File: src/rtl/elevator_button_conditioner_pkg.sv
// -----------------------------------------------------------------------------
// elevator_pkg
// Shared definitions for the elevator button conditioner slice:
//   NUM_FLOORS              - number of served floors (floors are numbered 1..8)
//   DEBOUNCE_CYCLES_DEFAULT - default debounce length in synchronized clocks
//   floor_t                 - one-hot (ideally) floor vector, bit n = floor n
//   db_state_e              - debounced state of a single button
//   lamp_clear_mask()       - per-floor lamp clear mask from floor/door_open
// -----------------------------------------------------------------------------
package elevator_pkg;

    localparam int NUM_FLOORS              = 8;
    localparam int DEBOUNCE_CYCLES_DEFAULT = 4;

    // Bit n refers to floor n; bit 0 does not exist on purpose.
    typedef logic [NUM_FLOORS:1] floor_t;

    // Debounced level of one button.
    typedef enum logic [0:0] {
        DB_RELEASED = 1'b0,
        DB_PRESSED  = 1'b1
    } db_state_e;

    // Lamps are cleared at every floor position whose bit is set while the
    // door is open. A malformed (zero or multi-hot) floor vector is not
    // filtered: each set bit simply clears its own position.
    function automatic floor_t lamp_clear_mask(input floor_t floor_vec,
                                               input logic   door_open);
        floor_t mask;
        if (door_open) begin
            mask = floor_vec;
        end else begin
            mask = '0;
        end
        return mask;
    endfunction

endpackage : elevator_pkg

File: src/rtl/elevator_button_conditioner_if.sv
// -----------------------------------------------------------------------------
// elevator_button_conditioner_if
// Bundles the button, floor and lamp signals between the panel/controller side
// (master) and the conditioner (slave).
//   btup_raw[7:1]        raw hall up-call buttons (asynchronous)
//   btdn_raw[8:2]        raw hall down-call buttons (asynchronous)
//   in_bt_floor_raw[8:1] raw in-car floor buttons (asynchronous)
//   floor[8:1]           current floor, one-hot, from the controller
//   door_open            door open indication from the controller
//   btup/btdn/in_bt_floor one-cycle press pulses to the controller
//   lamp_up/lamp_dn/lamp_car latched call-acknowledge lamps
// -----------------------------------------------------------------------------
interface elevator_button_conditioner_if ();
    import elevator_pkg::*;

    logic [7:1] btup_raw;
    logic [8:2] btdn_raw;
    floor_t     in_bt_floor_raw;
    floor_t     floor;
    logic       door_open;

    logic [7:1] btup;
    logic [8:2] btdn;
    floor_t     in_bt_floor;
    logic [7:1] lamp_up;
    logic [8:2] lamp_dn;
    floor_t     lamp_car;

    // Panel / controller side: drives buttons and floor state, sees results.
    modport master (
        output btup_raw, btdn_raw, in_bt_floor_raw, floor, door_open,
        input  btup, btdn, in_bt_floor, lamp_up, lamp_dn, lamp_car
    );

    // Conditioner side.
    modport slave (
        input  btup_raw, btdn_raw, in_bt_floor_raw, floor, door_open,
        output btup, btdn, in_bt_floor, lamp_up, lamp_dn, lamp_car
    );

endinterface : elevator_button_conditioner_if

File: src/rtl/elevator_button_conditioner_debounce.sv
// -----------------------------------------------------------------------------
// button_debounce
// One button channel: 2-flop synchronizer, debounce counter, debounced state
// and a registered one-cycle press pulse.
//   clk   system clock
//   rst   asynchronous active-low reset
//   raw   raw button level, asynchronous to clk
//   pulse registered press pulse, high for one cycle after a debounced 0->1
//   rise  combinational "debounced state goes 0->1 on the coming edge"; lets
//         the parent update its lamp on the same edge the pulse is registered
// The counter is held at 0 while the synchronized level agrees with the
// debounced state, so it never needs to count beyond DEBOUNCE_CYCLES-1.
// -----------------------------------------------------------------------------
module button_debounce
    import elevator_pkg::*;
#(
    parameter int DEBOUNCE_CYCLES = DEBOUNCE_CYCLES_DEFAULT
) (
    input  logic clk,
    input  logic rst,
    input  logic raw,
    output logic pulse,
    output logic rise
);

    localparam int             CW      = $clog2(DEBOUNCE_CYCLES);
    localparam logic [CW-1:0]  CNT_MAX = CW'(DEBOUNCE_CYCLES - 1);

    logic          meta_r;
    logic          sync_r;
    db_state_e     db_r;
    logic [CW-1:0] cnt_r;
    logic          pulse_r;

    logic          differ_s;
    logic          settle_s;
    logic          rise_s;

    // Decode whether the synchronized level disagrees and is about to settle.
    always_comb begin
        differ_s = 1'b0;
        settle_s = 1'b0;
        rise_s   = 1'b0;
        if (db_state_e'(sync_r) != db_r) begin
            differ_s = 1'b1;
            if (cnt_r == CNT_MAX) begin
                settle_s = 1'b1;
                rise_s   = sync_r;
            end else begin
                settle_s = 1'b0;
                rise_s   = 1'b0;
            end
        end else begin
            differ_s = 1'b0;
        end
    end

    // Two-flop synchronizer; only sync_r is used by the logic below.
    always_ff @(posedge clk or negedge rst) begin
        if (!rst) begin
            meta_r <= 1'b0;
            sync_r <= 1'b0;
        end else begin
            meta_r <= raw;
            sync_r <= meta_r;
        end
    end

    // Debounce counter and debounced state.
    always_ff @(posedge clk or negedge rst) begin
        if (!rst) begin
            db_r  <= DB_RELEASED;
            cnt_r <= '0;
        end else if (!differ_s) begin
            cnt_r <= '0;
        end else if (settle_s) begin
            db_r  <= db_state_e'(sync_r);
            cnt_r <= '0;
        end else begin
            cnt_r <= cnt_r + CW'(1);
        end
    end

    // Press pulse: registered on the edge the debounced state rises.
    always_ff @(posedge clk or negedge rst) begin
        if (!rst) begin
            pulse_r <= 1'b0;
        end else begin
            pulse_r <= rise_s;
        end
    end

    assign pulse = pulse_r;
    assign rise  = rise_s;

endmodule : button_debounce

File: src/rtl/elevator_button_conditioner.sv
// -----------------------------------------------------------------------------
// elevator_button_conditioner
// Conditions the 22 elevator buttons (7 hall up, 7 hall down, 8 in-car) into
// clean one-cycle press pulses and keeps a latched acknowledge lamp per call.
//   clk  system clock, all state on posedge
//   rst  asynchronous active-low reset
//   bus  slave side of elevator_button_conditioner_if (raw buttons, floor,
//        door_open in; press pulses and lamps out)
// A lamp sets on the edge its press pulse is registered and clears while the
// door is open at its floor; a clear wins over a coincident set, but the press
// pulse still goes out so the controller sees the call.
// -----------------------------------------------------------------------------
module elevator_button_conditioner
    import elevator_pkg::*;
#(
    parameter int DEBOUNCE_CYCLES = DEBOUNCE_CYCLES_DEFAULT
) (
    input  logic                          clk,
    input  logic                          rst,
    elevator_button_conditioner_if.slave  bus
);

    logic [7:1] up_pulse_s;
    logic [7:1] up_rise_s;
    logic [8:2] dn_pulse_s;
    logic [8:2] dn_rise_s;
    floor_t     car_pulse_s;
    floor_t     car_rise_s;

    floor_t     clr_s;

    logic [7:1] lamp_up_r;
    logic [8:2] lamp_dn_r;
    floor_t     lamp_car_r;

    // Hall up-call channels, floors 1..7.
    for (genvar i = 1; i <= 7; i++) begin : g_up
        button_debounce #(
            .DEBOUNCE_CYCLES (DEBOUNCE_CYCLES)
        ) u_db (
            .clk   (clk),
            .rst   (rst),
            .raw   (bus.btup_raw[i]),
            .pulse (up_pulse_s[i]),
            .rise  (up_rise_s[i])
        );
    end

    // Hall down-call channels, floors 2..8.
    for (genvar i = 2; i <= 8; i++) begin : g_dn
        button_debounce #(
            .DEBOUNCE_CYCLES (DEBOUNCE_CYCLES)
        ) u_db (
            .clk   (clk),
            .rst   (rst),
            .raw   (bus.btdn_raw[i]),
            .pulse (dn_pulse_s[i]),
            .rise  (dn_rise_s[i])
        );
    end

    // In-car floor channels, floors 1..8.
    for (genvar i = 1; i <= 8; i++) begin : g_car
        button_debounce #(
            .DEBOUNCE_CYCLES (DEBOUNCE_CYCLES)
        ) u_db (
            .clk   (clk),
            .rst   (rst),
            .raw   (bus.in_bt_floor_raw[i]),
            .pulse (car_pulse_s[i]),
            .rise  (car_rise_s[i])
        );
    end

    // Per-floor lamp clear request from the controller's floor/door state.
    always_comb begin
        clr_s = lamp_clear_mask(bus.floor, bus.door_open);
    end

    // Lamp latches: set by a rising debounced press, clear has priority.
    always_ff @(posedge clk or negedge rst) begin
        if (!rst) begin
            lamp_up_r  <= '0;
            lamp_dn_r  <= '0;
            lamp_car_r <= '0;
        end else begin
            lamp_up_r  <= (lamp_up_r  | up_rise_s)  & ~clr_s[7:1];
            lamp_dn_r  <= (lamp_dn_r  | dn_rise_s)  & ~clr_s[8:2];
            lamp_car_r <= (lamp_car_r | car_rise_s) & ~clr_s[8:1];
        end
    end

    assign bus.btup        = up_pulse_s;
    assign bus.btdn        = dn_pulse_s;
    assign bus.in_bt_floor = car_pulse_s;
    assign bus.lamp_up     = lamp_up_r;
    assign bus.lamp_dn     = lamp_dn_r;
    assign bus.lamp_car    = lamp_car_r;

endmodule : elevator_button_conditioner

File: src/flat_wrapper.sv
// flat-port wrapper written by rule: the top's interface ports become plain ports
module elevator_button_conditioner_flat import elevator_pkg::*;
#(
    parameter int DEBOUNCE_CYCLES = DEBOUNCE_CYCLES_DEFAULT
)
  (clk, rst, bus_btup_raw, bus_btdn_raw, bus_in_bt_floor_raw, bus_floor, bus_door_open, bus_btup, bus_btdn, bus_in_bt_floor, bus_lamp_up, bus_lamp_dn, bus_lamp_car);
  elevator_button_conditioner_if bus_i ();
  input  logic clk;
  input  logic rst;
  input wire logic [$bits(bus_i.btup_raw)-1:0] bus_btup_raw;
  input wire logic [$bits(bus_i.btdn_raw)-1:0] bus_btdn_raw;
  input wire logic [$bits(bus_i.in_bt_floor_raw)-1:0] bus_in_bt_floor_raw;
  input wire logic [$bits(bus_i.floor)-1:0] bus_floor;
  input wire logic [$bits(bus_i.door_open)-1:0] bus_door_open;
  output wire logic [$bits(bus_i.btup)-1:0] bus_btup;
  output wire logic [$bits(bus_i.btdn)-1:0] bus_btdn;
  output wire logic [$bits(bus_i.in_bt_floor)-1:0] bus_in_bt_floor;
  output wire logic [$bits(bus_i.lamp_up)-1:0] bus_lamp_up;
  output wire logic [$bits(bus_i.lamp_dn)-1:0] bus_lamp_dn;
  output wire logic [$bits(bus_i.lamp_car)-1:0] bus_lamp_car;
  assign bus_i.btup_raw = bus_btup_raw;
  assign bus_i.btdn_raw = bus_btdn_raw;
  assign bus_i.in_bt_floor_raw = bus_in_bt_floor_raw;
  assign bus_i.floor = bus_floor;
  assign bus_i.door_open = bus_door_open;
  assign bus_btup = bus_i.btup;
  assign bus_btdn = bus_i.btdn;
  assign bus_in_bt_floor = bus_i.in_bt_floor;
  assign bus_lamp_up = bus_i.lamp_up;
  assign bus_lamp_dn = bus_i.lamp_dn;
  assign bus_lamp_car = bus_i.lamp_car;
  elevator_button_conditioner #(.DEBOUNCE_CYCLES(DEBOUNCE_CYCLES)) u_core (.clk(clk), .rst(rst), .bus(bus_i));
endmodule
File: config.mk
export PLATFORM = sky130hd
export DESIGN_NAME = elevator_button_conditioner_flat
export DESIGN_NICKNAME = d
export VERILOG_FILES = /design/src/rtl/elevator_button_conditioner_pkg.sv /design/src/rtl/elevator_button_conditioner_if.sv /design/src/rtl/elevator_button_conditioner_debounce.sv /design/src/rtl/elevator_button_conditioner.sv /design/src/flat_wrapper.sv
export SDC_FILE = /design/constraint.sdc
export NUM_CORES = 1
export LEC_CHECK = 0
export CAP_MARGIN = 10
export CELL_PAD_IN_SITES_DETAIL_PLACEMENT = 1
export CELL_PAD_IN_SITES_GLOBAL_PLACEMENT = 1
export CORE_ASPECT_RATIO = 1.75
export CORE_MARGIN = 4
export CORE_UTILIZATION = 59
export CTS_BUF_LIST = sky130_fd_sc_hd__clkbuf_4
export DETAILED_ROUTE_END_ITERATION = 10
export DONT_BUFFER_PORTS = 1
export GPL_ROUTABILITY_DRIVEN = 0
export GPL_TIMING_DRIVEN = 0
export PLACE_DENSITY_LB_ADDON = 0.05
export RECOVER_POWER = 50
export REMOVE_ABC_BUFFERS = 1
export SLEW_MARGIN = 20
export SYNTH_ARGS = -nofsm -noshare
export SYNTH_HDL_FRONTEND = slang
export SYNTH_SLANG_ARGS = --single-unit
export TNS_END_PERCENT = 100
File: constraint.sdc
create_clock -name clk -period 1.8 [get_ports clk]
set_input_delay 0.18 -clock clk [delete_from_list [all_inputs] [get_ports clk]]
set_output_delay 0.18 -clock clk [all_outputs]
set_load 0.02 [all_outputs]
After elaboration in Yosys (flattened, before gate mapping)
Cells that the tools add are included.
{"block": "word_totals", "reg_bits": 154, "in_bits": 33, "output_inout_bits": 44}
{"block": "op_classes", "add_sub_neg": 22, "eq_ne": 44, "n_mux": 155, "n_bitwise": 9, "reduce_logical": 22}
{"op": "$mux W1", "count": 110}
{"op": "$mux W2", "count": 44}
{"op": "$add A2 B1 Y2 const B", "count": 22}
{"op": "$eq A2 B2 Y1 const B", "count": 22}
{"op": "$reduce_and A2 Y1", "count": 22}
{"op": "$ne A1 B1 Y1", "count": 22}
{"op": "$and A7 B7 Y7", "count": 2}
{"op": "$not A7 Y7", "count": 2}
{"op": "$or A7 B7 Y7", "count": 2}
{"op": "$and A8 B8 Y8", "count": 1}
{"op": "$mux W8", "count": 1}
{"op": "$not A8 Y8", "count": 1}
{"op": "$or A8 B8 Y8", "count": 1}

Logic depth before layout (Yosys ltp)
{"block": "depth", "depth_word": 5, "ltp_mapped": 3, "mapped_depth_nobuf": 3}

Cells and area by module
A second synthesis with hierarchy kept.
{"block": "unflattened", "hier_cells": 310, "hier_area_um2": 5358.9}
{"module": "button_debounce", "n_inst": 22, "cells_per_inst": 12, "area_each_um2": 209.0, "seq_area_each_um2": 150.1}
{"module": "elevator_button_conditioner", "n_inst": 1, "cells_per_inst": 46, "area_each_um2": 762.0, "seq_area_each_um2": 550.5}

Worst setup path after synthesis
OpenSTA, ideal clock, no wires.
{"block": "synth_path", "path_kind": "register to register", "startpoint": "register u_core.g_car[2].u_db.cnt_r[0]", "endpoint": "register u_core.lamp_car_r[1] (netlist: u_core.bus.lamp_car[1])", "setup_ns": 0.119, "t_arrival_ns": 0.939, "required_time_ns": 1.681, "setup_slack_ns": 0.742, "stages_incl_launch_ff": 4, "path_buffers": 0, "cell_sequence": "dfrtp_1 ha_1 and3b_1 o21a_1"}
{"block": "synth_via", "elab_chain_cells": 5}
{"element": "start, declared", "line_no": "elevator_button_conditioner_debounce.sv:32", "text": "logic [CW-1:0] cnt_r;"}
{"element": "start signal, assigned", "line_no": "elevator_button_conditioner_debounce.sv:80", "text": "cnt_r <= cnt_r + CW'(1);"}
{"element": "$eq A2 B2 Y1", "line_no": "elevator_button_conditioner_debounce.sv:46", "text": "if (cnt_r == CNT_MAX) begin"}
{"element": "$mux W1", "line_no": "elevator_button_conditioner_debounce.sv:46"}
{"element": "$mux W1", "line_no": "elevator_button_conditioner_debounce.sv:44", "text": "if (db_state_e'(sync_r) != db_r) begin"}
{"element": "named net u_core.g_car[2].u_db.rise", "line_no": "elevator_button_conditioner_debounce.sv:23", "text": "output logic rise"}
{"element": "$or A8 B8 Y8", "line_no": "elevator_button_conditioner.sv:89", "text": "lamp_car_r <= (lamp_car_r | car_rise_s) & ~clr_s[8:1];"}
{"element": "$and A8 B8 Y8", "line_no": "elevator_button_conditioner.sv:89"}
{"element": "end signal, assigned", "line_no": "elevator_button_conditioner.sv:89"}
{"element": "end, declared", "line_no": "elevator_button_conditioner.sv:34", "text": "floor_t lamp_car_r;"}
The timed path passes the listed nets, and every way through them passes these cells.
A chain may end at the register's enable or synchronous reset.

Worst setup path in the final report
{"block": "layout_path", "startpoint": "register u_core.g_car[1].u_db.cnt_r[0]", "endpoint": "register u_core.lamp_car_r[0] (netlist: u_core.bus.lamp_car[0])"}
{"block": "layout_via", "elab_chain_cells": 5}
{"element": "start, declared", "line_no": "elevator_button_conditioner_debounce.sv:32"}
{"element": "start signal, assigned", "line_no": "elevator_button_conditioner_debounce.sv:80"}
{"element": "$eq A2 B2 Y1", "line_no": "elevator_button_conditioner_debounce.sv:46"}
{"element": "$mux W1", "line_no": "elevator_button_conditioner_debounce.sv:46"}
{"element": "$mux W1", "line_no": "elevator_button_conditioner_debounce.sv:44"}
{"element": "named net u_core.g_car[1].u_db.rise", "line_no": "elevator_button_conditioner_debounce.sv:23"}
{"element": "$or A8 B8 Y8", "line_no": "elevator_button_conditioner.sv:89"}
{"element": "$and A8 B8 Y8", "line_no": "elevator_button_conditioner.sv:89"}
The timed path passes the listed nets, and every way through them passes these cells.

==> flow_results.xml <==
<?xml version="1.0" encoding="UTF-8"?>
<metrics>
  <group name="clock_tree">
    <metric name="cts.reportedPaths.clkPinSlew" unit="ns">0.12</metric>
    <metric name="htree_levels" unit="">4</metric>
    <metric name="cts_setup_buffers" unit="">0</metric>
    <metric name="hold_buffers" unit="">33</metric>
    <metric name="clk_root_buf" unit="">clkbuf_4</metric>
    <metric name="cts_buffer_depth" unit="">2</metric>
    <metric name="cts_resized" unit="">0</metric>
    <metric name="tritoncts.num_buffers" unit="">17</metric>
    <metric name="tritoncts" unit="">built</metric>
    <metric name="clk-insertion-delay-late" unit="ns">0.51</metric>
    <metric name="clock_sink_count" unit="">154</metric>
  </group>
  <group name="critical_path">
    <metric name="regToRegStartpoint" unit="">u_core.g_car[1].u_db.cnt_r[0]</metric>
    <metric name="critPathLaunch" unit="">u_core.g_car[1].u_db.cnt_r[0]</metric>
    <metric name="worstSetupPathType" unit="">flip-flop to flip-flop</metric>
    <metric name="r2r-end" unit="">u_core.bus.lamp_car[0]</metric>
    <metric name="r2r_slack" unit="ns">0.13</metric>
    <metric name="critical_path.endpoint_type" unit="">flip-flop</metric>
    <metric name="critical_path_required" unit="ns">2.19</metric>
    <metric name="cp_max_fo" unit="">3</metric>
    <metric name="crit_path_end" unit="">u_core.bus.lamp_car[0]</metric>
    <metric name="data_arrival_at_the_endpoint_of_the_critical_path" unit="ns">2.07</metric>
    <metric name="r2r.worst_path.cells" unit="">4</metric>
    <metric name="setup.worst_path.start_class" unit="">flip-flop</metric>
  </group>
  <group name="floorplan">
    <metric name="die_extent_in_y" unit="um">134.9</metric>
    <metric name="num_rows" unit="">46</metric>
    <metric name="design.die.area" unit="um^2">10860</metric>
    <metric name="core_region_area" unit="um^2">9036</metric>
    <metric name="floorplan.initialDensity" unit="%">60.09</metric>
    <metric name="die_w" unit="um">80.52</metric>
    <metric name="ioPinCount" unit="">77</metric>
  </group>
  <group name="place">
    <metric name="placed_cells" unit="">434</metric>
    <metric name="io_buffers" unit="">0</metric>
    <metric name="hpwl" unit="um">5433</metric>
    <metric name="dp_slack" unit="ns">0.6413</metric>
    <metric name="postPlaceCellArea" unit="um^2">5410</metric>
  </group>
  <group name="yosys">
    <metric name="fraction_of_the_yosys_area_taken_by_sequential_cells" unit="%">70.97</metric>
    <metric name="number_of_instances_in_the_synthesized_netlist" unit="">337</metric>
    <metric name="synth.cell_area" unit="um^2">5430</metric>
    <metric name="yosys.cell_types.count" unit="">16</metric>
    <metric name="synth_area_per_cell" unit="um^2">16.11</metric>
    <metric name="ys_seq_elements" unit="">154</metric>
    <metric name="yosysWarningCount" unit="">0</metric>
  </group>
  <group name="timing">
    <metric name="hold_violations" unit="">154</metric>
    <metric name="max_slew.worst_pin.slew" unit="ns">0.6221</metric>
    <metric name="max_freq" unit="GHz">0.5972</metric>
    <metric name="setup_viol" unit="">0</metric>
    <metric name="grt_setup_unrepaired" unit="">false</metric>
    <metric name="clock_skew" unit="ns">0.01422</metric>
    <metric name="tns" unit="ns">0</metric>
    <metric name="min_period" unit="ns">1.674</metric>
    <metric name="fin_ws" unit="ns">0.1256</metric>
    <metric name="drv_slew" unit="">0</metric>
    <metric name="timing.max_slew.rel_slack" unit="%">58.39</metric>
    <metric name="fin_hold_ws" unit="ns">-0.6507</metric>
    <metric name="fin_crit_sh" unit="%">93.02</metric>
  </group>
  <group name="power_and_ir_drop">
    <metric name="irDropWorstVdd" unit="mV">0.8621</metric>
    <metric name="clock_power_share" unit="%">24.0</metric>
    <metric name="combPwrFrac" unit="%">17.7</metric>
    <metric name="static-leakage-power" unit="nW">2.935</metric>
    <metric name="internal_power" unit="mW">6.180</metric>
    <metric name="power.share.switching" unit="%">27.87</metric>
    <metric name="power.sequential.fraction" unit="%">58.4</metric>
    <metric name="powerDensity" unit="nW/um^2">1420</metric>
    <metric name="net_switching_power" unit="mW">2.388</metric>
    <metric name="p_total" unit="mW">8.568</metric>
  </group>
  <group name="run_status">
    <metric name="status" unit="">finished, violations left</metric>
    <metric name="violated_checks" unit="">hold timing</metric>
  </group>
  <group name="finish">
    <metric name="final_layout_size_suffix_gt1_share" unit="%">9.235</metric>
    <metric name="layout.cells.non_filler" unit="">500</metric>
    <metric name="finalInstanceArea" unit="um^2">6032</metric>
    <metric name="combined_area_of_the_multi_input_logic_cells" unit="um^2">1406</metric>
    <metric name="fillers" unit="">774</metric>
    <metric name="seqCellArea" unit="um^2">3854</metric>
    <metric name="layout.core_utilization" unit="%">66.75</metric>
    <metric name="syn2layout_area_growth" unit="%">11.08</metric>
    <metric name="final_nets" unit="">421</metric>
  </group>
  <group name="route">
    <metric name="drt_drc_violations_left" unit="">0</metric>
    <metric name="route.vias.total" unit="">2636</metric>
    <metric name="drt_first_iter_violations" unit="">57</metric>
    <metric name="antenna_violating_nets_post_route" unit="">0</metric>
    <metric name="drt-pass1-iter-count" unit="">4</metric>
    <metric name="post_drt_wl_per_cell" unit="um">16.35</metric>
    <metric name="total_wire_length_after_detailed_routing" unit="um">8173</metric>
    <metric name="vias_per_cell" unit="">5.272</metric>
  </group>
  <group name="global_routing">
    <metric name="grt_max_degree" unit="">155</metric>
    <metric name="grt_pass1_vias" unit="">2943</metric>
    <metric name="grt_antenna_before_repair" unit="">0</metric>
    <metric name="grt_pass1_wl" unit="um">14210</metric>
    <metric name="globalRouteTotalUtil" unit="%">17.66</metric>
    <metric name="gr-total-overflow" unit="">0</metric>
  </group>
  <group name="flow_run">
    <metric name="max-cap-violations" unit="">0</metric>
  </group>
  <group name="hold_path">
    <metric name="hp-class" unit="">input port to async pin</metric>
  </group>
</metrics>
[sequential cells by signal, summed over array words and instances (netlist names)]
| register | cells |
|---|---|
| u_core.g_car.u_db.sync_r | 8 |
| u_core.g_dn.u_db.pulse | 7 |
| u_core.bus.lamp_up | 7 |
| u_core.g_dn.u_db.db_r | 7 |
| u_core.g_up.u_db.pulse | 7 |
| u_core.g_dn.u_db.meta_r | 7 |
| u_core.g_car.u_db.db_r | 8 |
| u_core.g_car.u_db.pulse | 8 |
| u_core.g_dn.u_db.cnt_r | 14 |
| u_core.g_up.u_db.sync_r | 7 |
| u_core.g_dn.u_db.sync_r | 7 |
| u_core.bus.lamp_dn | 7 |
| u_core.g_up.u_db.db_r | 7 |
| u_core.g_car.u_db.meta_r | 8 |
| u_core.g_up.u_db.meta_r | 7 |
| u_core.g_car.u_db.cnt_r | 16 |
| u_core.bus.lamp_car | 8 |
| u_core.g_up.u_db.cnt_r | 14 |
[layout make-up]
class | count | area share, %
timing repair buffer | 33 | 5.476
multi-input combinational | 160 | 23.31
clock buffer | 18 | 2.240
sequential | 154 | 63.89
antenna | 1 | 0.04149
clock inverter | 14 | 2.551
tap | 120 | 2.489
[critical path: stages (launching register included)]
cell and delay, ns:
dfrtp_1 0.41, ha_1 0.24, and3b_1 0.23, a2bb2oi_2 0.13, dlygate4sd3_1 0.55
[synthesized netlist by cell type (all sizes together)]
library cell / instances / share of area, %
nor3b: 6 / 1.4
mux2: 22 / 4.6
a2bb2oi: 4 / 0.88
o21a: 18 / 2.5
nor2b: 16 / 1.8
nor3: 16 / 1.5
ha: 22 / 5.1
buf: 23 / 3.1
nand2: 6 / 0.41
and3b: 22 / 3.5
and2: 6 / 0.69
xor2: 6 / 0.97
xnor2: 16 / 2.6
dfrtp: 154 / 71
[cells by family (layout without fill, tap and decap cells)]
group	after synthesis	count (layout)	share of synthesized area [%]
compound gates	22	22	3.364
fa+ha+maj	22	22	5.069
mux	22	22	4.562
flops	154	154	70.97
simple gates	72	72	9.355
xor+xnor	22	22	3.548
buf+inv	23	65	3.134
other cells	0	1	0
[placed cells by master, fill, tap and decap left out]
cell type	instances
inv_6	1
and2_1	6
mux2_1	22
clkinv_2	1
clkinv_4	1
nand2_1	6
xor2_1	6
o21a_1	18
bufinv_16	3
dlygate4sd3_1	33
diode_2	1
nor2b_1	16
nor3b_2	6
nor3_1	16
clkbuf_4	18
dfrtp_1	154
and3b_1	22
ha_1	22
xnor2_1	16
a2bb2oi_2	2
clkinv_1	5
clkinvlp_4	3
a2bb2oi_1	2
[worst min path at each step]
stage,cells after the start,slack [ns],startpoint,end
3_5_place_dp,0,-0.11,rst,u_core.g_up[5].u_db.pulse
6_report,0,-0.65,rst,u_core.g_up[5].u_db.pulse
5_1_grt,0,-0.77,rst,u_core.g_car[5].u_db.cnt_r[1]
3_3_place_gp,0,-0.11,rst,u_core.g_car[5].u_db.cnt_r[0]
4_1_cts,0,-0.72,rst,u_core.g_up[5].u_db.pulse
2_1_floorplan,0,-0.12,rst,u_core.bus.lamp_car[0]
[power by group through the flow]
stage	registers [mW]	clock network [mW]	logic, mW
after floorplan	4.94	0	1.20
after global placement	5.02	0	1.33
after detailed placement	5.09	0	1.49
after CTS	5.02	2.15	1.57
after global routing	5.12	2.31	1.77
final	5.00	2.05	1.51
[per-layer routing]
metal	share of wire [%]	global-route usage [%]	up-vias
li1	-	-	1191
met1	36	19.43	1370
met2	58	30.72	64
met3	4.8	6.943	11
met4	1.2	5.921	0
met5	0	0	-
(Power assumes the default switching activity.)
